$ cat src/rtl/sos_cmd_scheduler.sv
// ---------------------------------------------------------------------------
// sos_cmd_scheduler
//   Shares one sos_module between N_REQ requesters. A round-robin arbiter
//   picks one requester at a time, forwards its one-hot 4-bit command to the
//   sos_module, waits for cmd_done_sig (with an optional watchdog), and then
//   enforces an idle gap before the next command is arbitrated.
//
// Ports
//   CLK            in   system clock, rising edge
//   RSTn           in   asynchronous active-low reset
//   req_sig        in   [N_REQ]   level request per requester
//   req_cmd        in   [4*N_REQ] one-hot command per requester, slice i = [4*i+3:4*i]
//   done_sig       out  [N_REQ]   1-cycle completion/abort pulse to the granted requester
//   err_sig        out  1-cycle pulse with done_sig on invalid command or timeout
//   busy_sig       out  high whenever the scheduler is not idle
//   grant_id       out  index of the current/last granted requester
//   func_en_sig    out  to sos_module, high while a command is outstanding
//   cmd_start_sig  out  to sos_module, one-hot command held through the wait
//   cmd_done_sig   in   from sos_module, completion pulse
// ---------------------------------------------------------------------------
module sos_cmd_scheduler #(
    parameter int N_REQ          = 4,
    parameter int GAP_CYCLES     = 25000000,
    parameter int TIMEOUT_CYCLES = 500000000,
    parameter int CNT_W          = 29
) (
    input  logic                 CLK,
    input  logic                 RSTn,
    input  logic [N_REQ-1:0]     req_sig,
    input  logic [4*N_REQ-1:0]   req_cmd,
    output logic [N_REQ-1:0]     done_sig,
    output logic                 err_sig,
    output logic                 busy_sig,
    output logic [2:0]           grant_id,
    output logic                 func_en_sig,
    output logic [3:0]           cmd_start_sig,
    input  logic                 cmd_done_sig
);

    // A zero gap still leaves one idle cycle between commands.
    localparam logic [CNT_W-1:0] GAP_LAST     = CNT_W'((GAP_CYCLES > 1) ? GAP_CYCLES - 1 : 0);
    localparam logic [CNT_W-1:0] TIMEOUT_LAST = CNT_W'((TIMEOUT_CYCLES > 0) ? TIMEOUT_CYCLES - 1 : 0);
    localparam logic [2:0]       LAST_REQ     = 3'(N_REQ - 1);
    localparam logic [3:0]       N_REQ_W      = 4'(N_REQ);

    typedef enum logic [1:0] {IDLE, ISSUE, WAIT, GAP} state_t;

    state_t             state_reg, state_next;
    logic [2:0]         rr_ptr_reg, rr_ptr_next;
    logic [2:0]         grant_reg, grant_next;
    logic [3:0]         cmd_reg, cmd_next;
    logic [CNT_W-1:0]   timer_reg, timer_next;
    logic [N_REQ-1:0]   done_reg, done_next;
    logic               err_reg, err_next;
    logic               busy_reg, busy_next;
    logic               func_en_reg, func_en_next;
    logic [3:0]         cmd_start_reg, cmd_start_next;

    // Command slices padded to eight entries so a 3-bit grant index always
    // lands on a defined entry.
    logic [3:0]         cmd_arr [8];

    generate
        for (genvar gi = 0; gi < 8; gi++) begin : g_cmd_arr
            if (gi < N_REQ) begin : g_used
                assign cmd_arr[gi] = req_cmd[4*gi +: 4];
            end else begin : g_pad
                assign cmd_arr[gi] = 4'd0;
            end
        end
    endgenerate

    // Round robin: rotate the request vector so rr_ptr sits at bit 0, take
    // the lowest set bit, then rotate the offset back into a requester index.
    logic [N_REQ-1:0]   rot_req;
    logic               arb_found;
    logic [2:0]         arb_off;
    logic [3:0]         arb_sum;
    logic [2:0]         arb_grant;
    logic [N_REQ-1:0]   grant_mask;
    logic [2:0]         grant_inc;
    logic               cmd_onehot;

    assign rot_req   = N_REQ'({req_sig, req_sig} >> rr_ptr_reg);
    assign arb_sum   = {1'b0, rr_ptr_reg} + {1'b0, arb_off};
    assign arb_grant = (arb_sum >= N_REQ_W) ? 3'(arb_sum - N_REQ_W) : arb_sum[2:0];
    assign grant_inc = (grant_reg == LAST_REQ) ? 3'd0 : grant_reg + 3'd1;
    assign cmd_onehot = (cmd_reg != 4'd0) && ((cmd_reg & (cmd_reg - 4'd1)) == 4'd0);

    always_comb begin
        arb_found = 1'b0;
        arb_off   = 3'd0;
        for (int i = N_REQ - 1; i >= 0; i--) begin
            if (rot_req[i]) begin
                arb_found = 1'b1;
                arb_off   = 3'(i);
            end
        end
    end

    always_comb begin
        for (int i = 0; i < N_REQ; i++) begin
            grant_mask[i] = (grant_reg == 3'(i));
        end
    end

    // State and registered outputs
    always_ff @(posedge CLK or negedge RSTn) begin
        if (!RSTn) begin
            state_reg     <= IDLE;
            rr_ptr_reg    <= 3'd0;
            grant_reg     <= 3'd0;
            cmd_reg       <= 4'd0;
            timer_reg     <= '0;
            done_reg      <= '0;
            err_reg       <= 1'b0;
            busy_reg      <= 1'b0;
            func_en_reg   <= 1'b0;
            cmd_start_reg <= 4'd0;
        end else begin
            state_reg     <= state_next;
            rr_ptr_reg    <= rr_ptr_next;
            grant_reg     <= grant_next;
            cmd_reg       <= cmd_next;
            timer_reg     <= timer_next;
            done_reg      <= done_next;
            err_reg       <= err_next;
            busy_reg      <= busy_next;
            func_en_reg   <= func_en_next;
            cmd_start_reg <= cmd_start_next;
        end
    end

    // Next-state and next-output logic
    always_comb begin
        state_next     = state_reg;
        rr_ptr_next    = rr_ptr_reg;
        grant_next     = grant_reg;
        cmd_next       = cmd_reg;
        timer_next     = timer_reg;
        done_next      = '0;
        err_next       = 1'b0;
        func_en_next   = func_en_reg;
        cmd_start_next = cmd_start_reg;

        case (state_reg)
            IDLE: begin
                if (arb_found) begin
                    grant_next = arb_grant;
                    cmd_next   = cmd_arr[arb_grant];
                    state_next = ISSUE;
                end
            end
            ISSUE: begin
                if (!cmd_onehot) begin
                    done_next   = grant_mask;
                    err_next    = 1'b1;
                    rr_ptr_next = grant_inc;
                    state_next  = IDLE;
                end else begin
                    cmd_start_next = cmd_reg;
                    func_en_next   = 1'b1;
                    timer_next     = '0;
                    state_next     = WAIT;
                end
            end
            WAIT: begin
                // Completion takes precedence over the watchdog on the same cycle.
                if (cmd_done_sig ||
                    ((TIMEOUT_CYCLES != 0) && (timer_reg == TIMEOUT_LAST))) begin
                    cmd_start_next = 4'd0;
                    func_en_next   = 1'b0;
                    done_next      = grant_mask;
                    err_next       = !cmd_done_sig;
                    timer_next     = '0;
                    state_next     = GAP;
                end else begin
                    timer_next = timer_reg + 1'b1;
                end
            end
            GAP: begin
                if (timer_reg == GAP_LAST) begin
                    rr_ptr_next = grant_inc;
                    timer_next  = '0;
                    state_next  = IDLE;
                end else begin
                    timer_next = timer_reg + 1'b1;
                end
            end
            default: begin
                state_next = IDLE;
            end
        endcase

        busy_next = (state_next != IDLE);
    end

    assign done_sig      = done_reg;
    assign err_sig       = err_reg;
    assign busy_sig      = busy_reg;
    assign grant_id      = grant_reg;
    assign func_en_sig   = func_en_reg;
    assign cmd_start_sig = cmd_start_reg;

endmodule

$ cat config.mk
export PLATFORM = sky130hd
export DESIGN_NAME = sos_cmd_scheduler
export DESIGN_NICKNAME = d
export VERILOG_FILES = /design/src/rtl/sos_cmd_scheduler.sv
export SDC_FILE = /design/constraint.sdc
export NUM_CORES = 1
export LEC_CHECK = 0
export BUFFER_PORTS_ARGS = -buffer_cell sky130_fd_sc_hd__buf_2
export CORE_MARGIN = 5
export CORE_UTILIZATION = 25
export DETAILED_ROUTE_END_ITERATION = 6
export REMOVE_ABC_BUFFERS = 1
export SYNTH_ARGS = -nofsm -noshare
export SYNTH_HDL_FRONTEND = slang
export SYNTH_SLANG_ARGS = --single-unit
$ cat constraint.sdc
create_clock -name CLK -period 3.5 [get_ports CLK]
set_input_delay 0.175 -clock CLK [delete_from_list [all_inputs] [get_ports CLK]]
set_output_delay 0.175 -clock CLK [all_outputs]
set_load 0.05 [all_outputs]
* After elaboration in Yosys (flattened, before gate mapping) *
Cells that the tools add are included.

storage, ports and cells
  register bits = 52
  bits in latches = 0
  memory bits (writable) = 0
  bits in read-only memories = 0
  output and inout port bits = 14
  word-level logic and storage cells = 84
  memories kept = 0

operators by class
  add/sub/neg operators = 5
  $mul = 0
  div/mod/pow operators = 0
  $lt $le $gt $ge = 2
  eq/ne operators = 12
  shifts and indexed selects = 1
  muxes and demuxes = 37
  bitwise operators = 2
  reductions and logical operators = 15

operators by type and width
  operator                                                                              number
  29-bit two-way mux                                                                    3
  29-bit case mux with 3 select lines                                                   1
  29-bit by 1-bit adder with 29-bit output (second input constant)                      1
  29-bit by 25-bit == test with 1-bit output (second input constant)                    1
  29-bit == test (second input constant)                                                1
  4-bit two-way mux                                                                     6
  3-bit two-way mux                                                                     6
  4-bit case mux with 2 select lines                                                    2
  4-bit binary-select mux with 3-bit select                                             1
  2-bit two-way mux                                                                     6
  1-bit two-way mux                                                                     8
  2-bit != test (second input constant)                                                 4
  2-bit case mux with 4 select lines                                                    1
  8-bit by 3-bit >> shifter with 4-bit output                                           1
  3-bit by 2-bit == test with 1-bit output (second input constant)                      2
  3-bit case mux with 2 select lines                                                    1
  3-bit AND reduction                                                                   2
  2-bit nonzero test                                                                    3
  3-bit by 3-bit adder with 4-bit output                                                1
  4-bit bitwise AND                                                                     1
  2-bit == test (second input constant)                                                 2
  4-bit by 3-bit greater-or-equal comparator with 1-bit output (second input constant)  1
  4-bit greater-or-equal comparator (second input constant)                             1
  4-bit logical NOT                                                                     1
  15 further kinds                                                                      17

* Depth between registers and ports, before layout *
  depth in word-level cells = 12
  depth in mapped cells = 10
  depth with buffers taken out = 10

* Worst setup path after synthesis *
Ideal clock, no wire load.

  kind = register to register
  from = register rr_ptr_reg[0]
  to = register cmd_reg[1]
  data arrival time = 2.647 ns
  required time = 3.375 ns
  slack = 0.729 ns
  stages on the path, launching flop included = 10
  path buffers = 0
  period minus slack after synthesis = 2.771 ns
  cell sequence = dfrtp_1 -> inv_1 -> or4_1 -> a311oi_1 -> a211o_1 -> ha_1 -> fa_1 -> mux4_2 -> nor2b_1 -> mux2_2

between the ends
  longest elaborated chain between the ends = 12
  elaborated cells on any way between the ends = 18
  classes of those cells = add/sub: 2; order compare: 1; shift: 1; mux: 12; bitwise: 1; reduce/logical: 1

ends and longest elaborated chain
  what                                                                                              RTL line  text
  start, declared                                                                                   49        logic [2:0] rr_ptr_reg, rr_ptr_next;
  start signal, assigned                                                                            122       rr_ptr_reg <= rr_ptr_next;
  8-bit by 3-bit >> shifter with 4-bit output                                                       84        assign rot_req = N_REQ'({req_sig, req_sig} >> rr_ptr_reg);
  2-bit two-way mux (2 in a row)                                                                    94        if (rot_req[i]) begin
  3-bit two-way mux (2 in a row)                                                                    94
  3-bit by 3-bit adder with 4-bit output *                                                          85        assign arb_sum = {1'b0, rr_ptr_reg} + {1'b0, arb_off};
  4-bit by 3-bit greater-or-equal comparator with 1-bit output or 3-bit subtractor (tied branches)  86        assign arb_grant = (arb_sum >= N_REQ_W) ? 3'(arb_sum - N_REQ_W) : arb_sum[2:0];
  3-bit two-way mux *                                                                               86
  named net arb_grant[1]                                                                            79        logic [2:0] arb_grant;
  3-bit NOT with 4-bit output (implied by the code) *                                               150       cmd_next = cmd_arr[arb_grant];
  4-bit binary-select mux with 3-bit select *                                                       150
  4-bit two-way mux (implied by the code) * (2 in a row)                                            150
  end signal, assigned                                                                              124       cmd_reg <= cmd_next;
  end, declared                                                                                     51        logic [3:0] cmd_reg, cmd_next;

Mark *: on every way through the listed nets, which the timed path passes. The rest lies on a longest branch. The select of a mux whose other input is x is not followed.
A chain may end at the register's enable or synchronous reset.

* Worst setup path after layout *
Ends and elaborated chain as after synthesis.

==> impl_metrics.csv <==
group,metric,value,unit
run_status,outcome,"finished clean",
synth,synth-edff-count,0,
worst_setup_path,worstPathMaxFanout,9,
timing,tightest_slew,0.689,ns
pwr,pwr-share-comb,0.495,
place,finalWeightedCongestion,0.873,
layout,syn2layout_area_growth,15.8,%
timing,finalClockSkew,0.00779,ns
timing,report.final.setup_viol,0,
layout,antenna_cells,0,
timing,rsz0062_at_grt,"false",
pwr,ir_worst_vdd,0.252,mV
drt,vias,2788,
timing,period_share,0.877,
global_route,grt_start_max_net_pins,31,
floorplanning,die_y,125,µm
hold_path,hp-start,"cmd_done_sig",
worst_setup_path,critical-path-max-stage-delay,0.54,ns
place,buffer_ports.inserted,36,
drt,first_pass_iters,5,
worst_setup_path,path_cells,"inv_1 > or4_1 > a311oi_1 > a211o_1 > ha_1 > fa_1 > mux4_2 > nor2b_1 > mux2_2",
worst_setup_path,worst-path-buf-inv,1,
pwr,leakagePower,0.00154,µW
worst_setup_path,reg2reg_slack,0.43,ns
drt,met3_length,298,µm
drt,wl_per_cell,14.3,µm
run,drv_cap,0,
timing,hold-worst-slack,0.279,ns
worst_setup_path,r2r_cells,9,
pwr,clkPwrFrac,0.185,
worst_setup_path,cp_slowest_cell,"or4_1",
timing,final-hold-violation-count,0,
global_route,antenna_found_initial,0,
hold_path,hold_depth,4,
clock_network,cts_inserted_buffers,5,
clock_network,cts_max_level,2,
layout,register_area,1300,µm²
clock_network,cts.sinks,52,
pwr,p_sw_frac,0.435,
drt,drc,0,
place,hpwl,5970,µm
worst_setup_path,critPathTopFamily,"simple AND/OR/NAND/NOR gates",
clock_network,root_buffer,"clkbuf_16",
worst_setup_path,critPathRequiredTime,3.68,ns
synth,syn_inst,340,
layout,multi_input_area,1880,µm²
worst_setup_path,r2r_start,"rr_ptr_reg[0]",
clock_network,clk_pin_slew_worst_paths,0.07,ns
synth,yosys_warnings,0,
worst_setup_path,crit_arrival,3.25,ns
floorplanning,pin_count,37,
drt,maxUsedRoutingLayer,"met4",
drt,totalWireLength,7840,µm
floorplanning,initial_core_util,0.257,
global_route,grt_pass1_vias,2784,
drt,drtAntennaViolNets,0,
timing,slew_headroom,0.538,
pwr,p_int,1480,µW
layout,largest_reg_flops,29,
floorplanning,rows,41,
clock_network,clk_latency,0.29,ns
worst_setup_path,startpoint_type,"register",
drt,drt_iter0_markers,180,
pwr,p_per_area,687,nW/µm²
drt,routed_via_density,5.08,
worst_setup_path,rr_endpoint,"cmd_reg[1]",
timing,final.setup.tns,0,ns
worst_setup_path,critPathCaptureType,"register",
synth,ys.flop_type,"dfrtp_1",
synth,yosysUniqueCellTypes,56,
synth,avgSynthCellArea,9.67,µm²
drt,drt-met1-wl,3710,µm
synth,yosysSeqAreaShare,0.396,
drt,dr_wl_met2,3720,µm
layout,final_net_count,412,
pwr,p_seq_frac,0.320,
timing,fin_crit,3.07,ns
timing,fmax,326,MHz
synth,synth_seq_cells,52,
floorplanning,core-area,12800,µm²
global_route,grt_usage,0.102,
clock_network,max-clock-path-buffers,2,
synth,synth_area,3290,µm²
timing,slew_violations,0,
worst_setup_path,crit_type,"reg -> reg",
layout,drive_above_1_share,0.194,
layout,final_util,0.298,
clock_network,post_cts_buffers,0,
pwr,p_switching,1140,µW
floorplanning,die_width,125,µm
floorplanning,die-area,15500,µm²
global_route,grt_overflow,0,
clock_network,cts_tree,"done",
synth,synth-async-reset-ratio,1.00,
layout,n_fill_cell,1311,
global_route,grt_pass1_wl,13500,µm
hold_path,hold_class,"in -> reg",
hold_path,min_to,"err_sig",
## how the worst max path moves through the flow
stage / start / to / slack [ns] / depth (start not counted)
after global routing: rr_ptr_reg[0] / cmd_reg[3] / 0.30 / 9
after CTS: rr_ptr_reg[0] / cmd_reg[1] / 0.44 / 9
after floorplan: rr_ptr_reg[0] / cmd_reg[1] / 0.73 / 9
after global placement: rr_ptr_reg[0] / cmd_reg[1] / 0.59 / 9
final: rr_ptr_reg[0] / cmd_reg[1] / 0.43 / 9
after detailed placement: rr_ptr_reg[0] / cmd_reg[1] / 0.44 / 9
## synth_stat cells (3+ instances only)
cell        n  area (µm²)
o2111ai_1   8        70.1
nor2b_1     5        31.3
xor2_1     12         105
o31ai_1     3        22.5
a311oi_1    3        26.3
nor2_2      4        25.0
dfrtp_1    52        1300
mux2_2      8        90.1
mux4_2      4        90.1
nor2_1     27         101
nand4_1    10        62.6
clkbuf_1   10        37.5
nand2_1    20        75.1
ha_1       12         150
a31oi_1     4        25.0
o211ai_1    7        52.6
or3_1      12        75.1
nand2b_1    5        31.3
nand3_1    12        60.1
nor4_1      6        37.5
and3_1      3        18.8
a2111oi_0   3        26.3
nor3_1      5        25.0
a21oi_1    14        70.1
o2bb2ai_1   4        35.0
xnor2_1     5        43.8
and2_1      6        37.5
inv_1      12        45.0
mux2i_1     6        60.1
o21ai_0    23         115
## worst register-to-register path: stages (launching register included)
cell	delay, ns
dfrtp_1	0.49
inv_1	0.10
or4_1	0.54
a311oi_1	0.27
a211o_1	0.14
ha_1	0.17
fa_1	0.52
mux4_2	0.33
nor2b_1	0.15
mux2_2	0.26
## routing by layer
layer  GRT usage  vias up
met1       0.141     1356
met5           0        -
li1            -     1349
met3      0.0172        8
met2       0.164       75
met4      0.0322        0
## power groups by stage
stage               logic, µW  clock network [µW]  registers, µW
floorplan                 810                   0            970
global placement         1280                   0            844
detailed placement       1300                   0            848
CTS                      1310                 500            838
global route             1440                 525            856
finish                   1290                 484            836
## repair_timing
item	CTS	global route
gates resized for setup	0	0
hold buffers	1	0
hold endpoints to repair	29	0
## kinds of logic after synthesis
family                   after synthesis  share of synthesized area
buffers and inverters                 24                     0.0320
adder cells (fa/ha/maj)               13                     0.0518
flip-flops                            52                      0.396
XOR/XNOR                              17                     0.0453
AND/OR/NAND/NOR                      134                      0.231
AO/OA/AOI/OAI                         82                      0.171
multiplexers                          18                     0.0731
## cell usage in the layout (no fill, tap or decap), types with 6 or more instances in the layout
cell type  instances
a21oi_1           14
and2_1             6
buf_2             36
dfrtp_1           52
ha_1              12
inv_1             12
mux2_2             8
mux2i_1            6
nand2_1           20
nand3_1           12
nand4_1           10
nor2_1            27
nor4_1             6
o2111ai_1          8
o211ai_1           7
o21ai_0           23
or3_1             12
xor2_1            12
## area by class of cell
cell class / instances / area share
multi-input cells: 264 / 0.494
flip-flops and latches: 52 / 0.342
repair buffers: 41 / 0.0578
well taps: 172 / 0.0565
clock buffers: 6 / 0.0338
inverters: 12 / 0.0118
clock inverters: 2 / 0.00427
## through the flow
stage | cells | power (µW) | setup WS, ns | cell area [µm²]
after floorplan | 328 | 1780 | 0.729 | 3230
after global placement | 540 | 2120 | 0.586 | 3650
after detailed placement | 540 | 2150 | 0.440 | 3650
after CTS | 549 | 2650 | 0.441 | 3810
after global routing | 549 | 2820 | 0.299 | 3810
final | 549 | 2610 | 0.429 | 3810
Power figures use the tool's default switching activity.
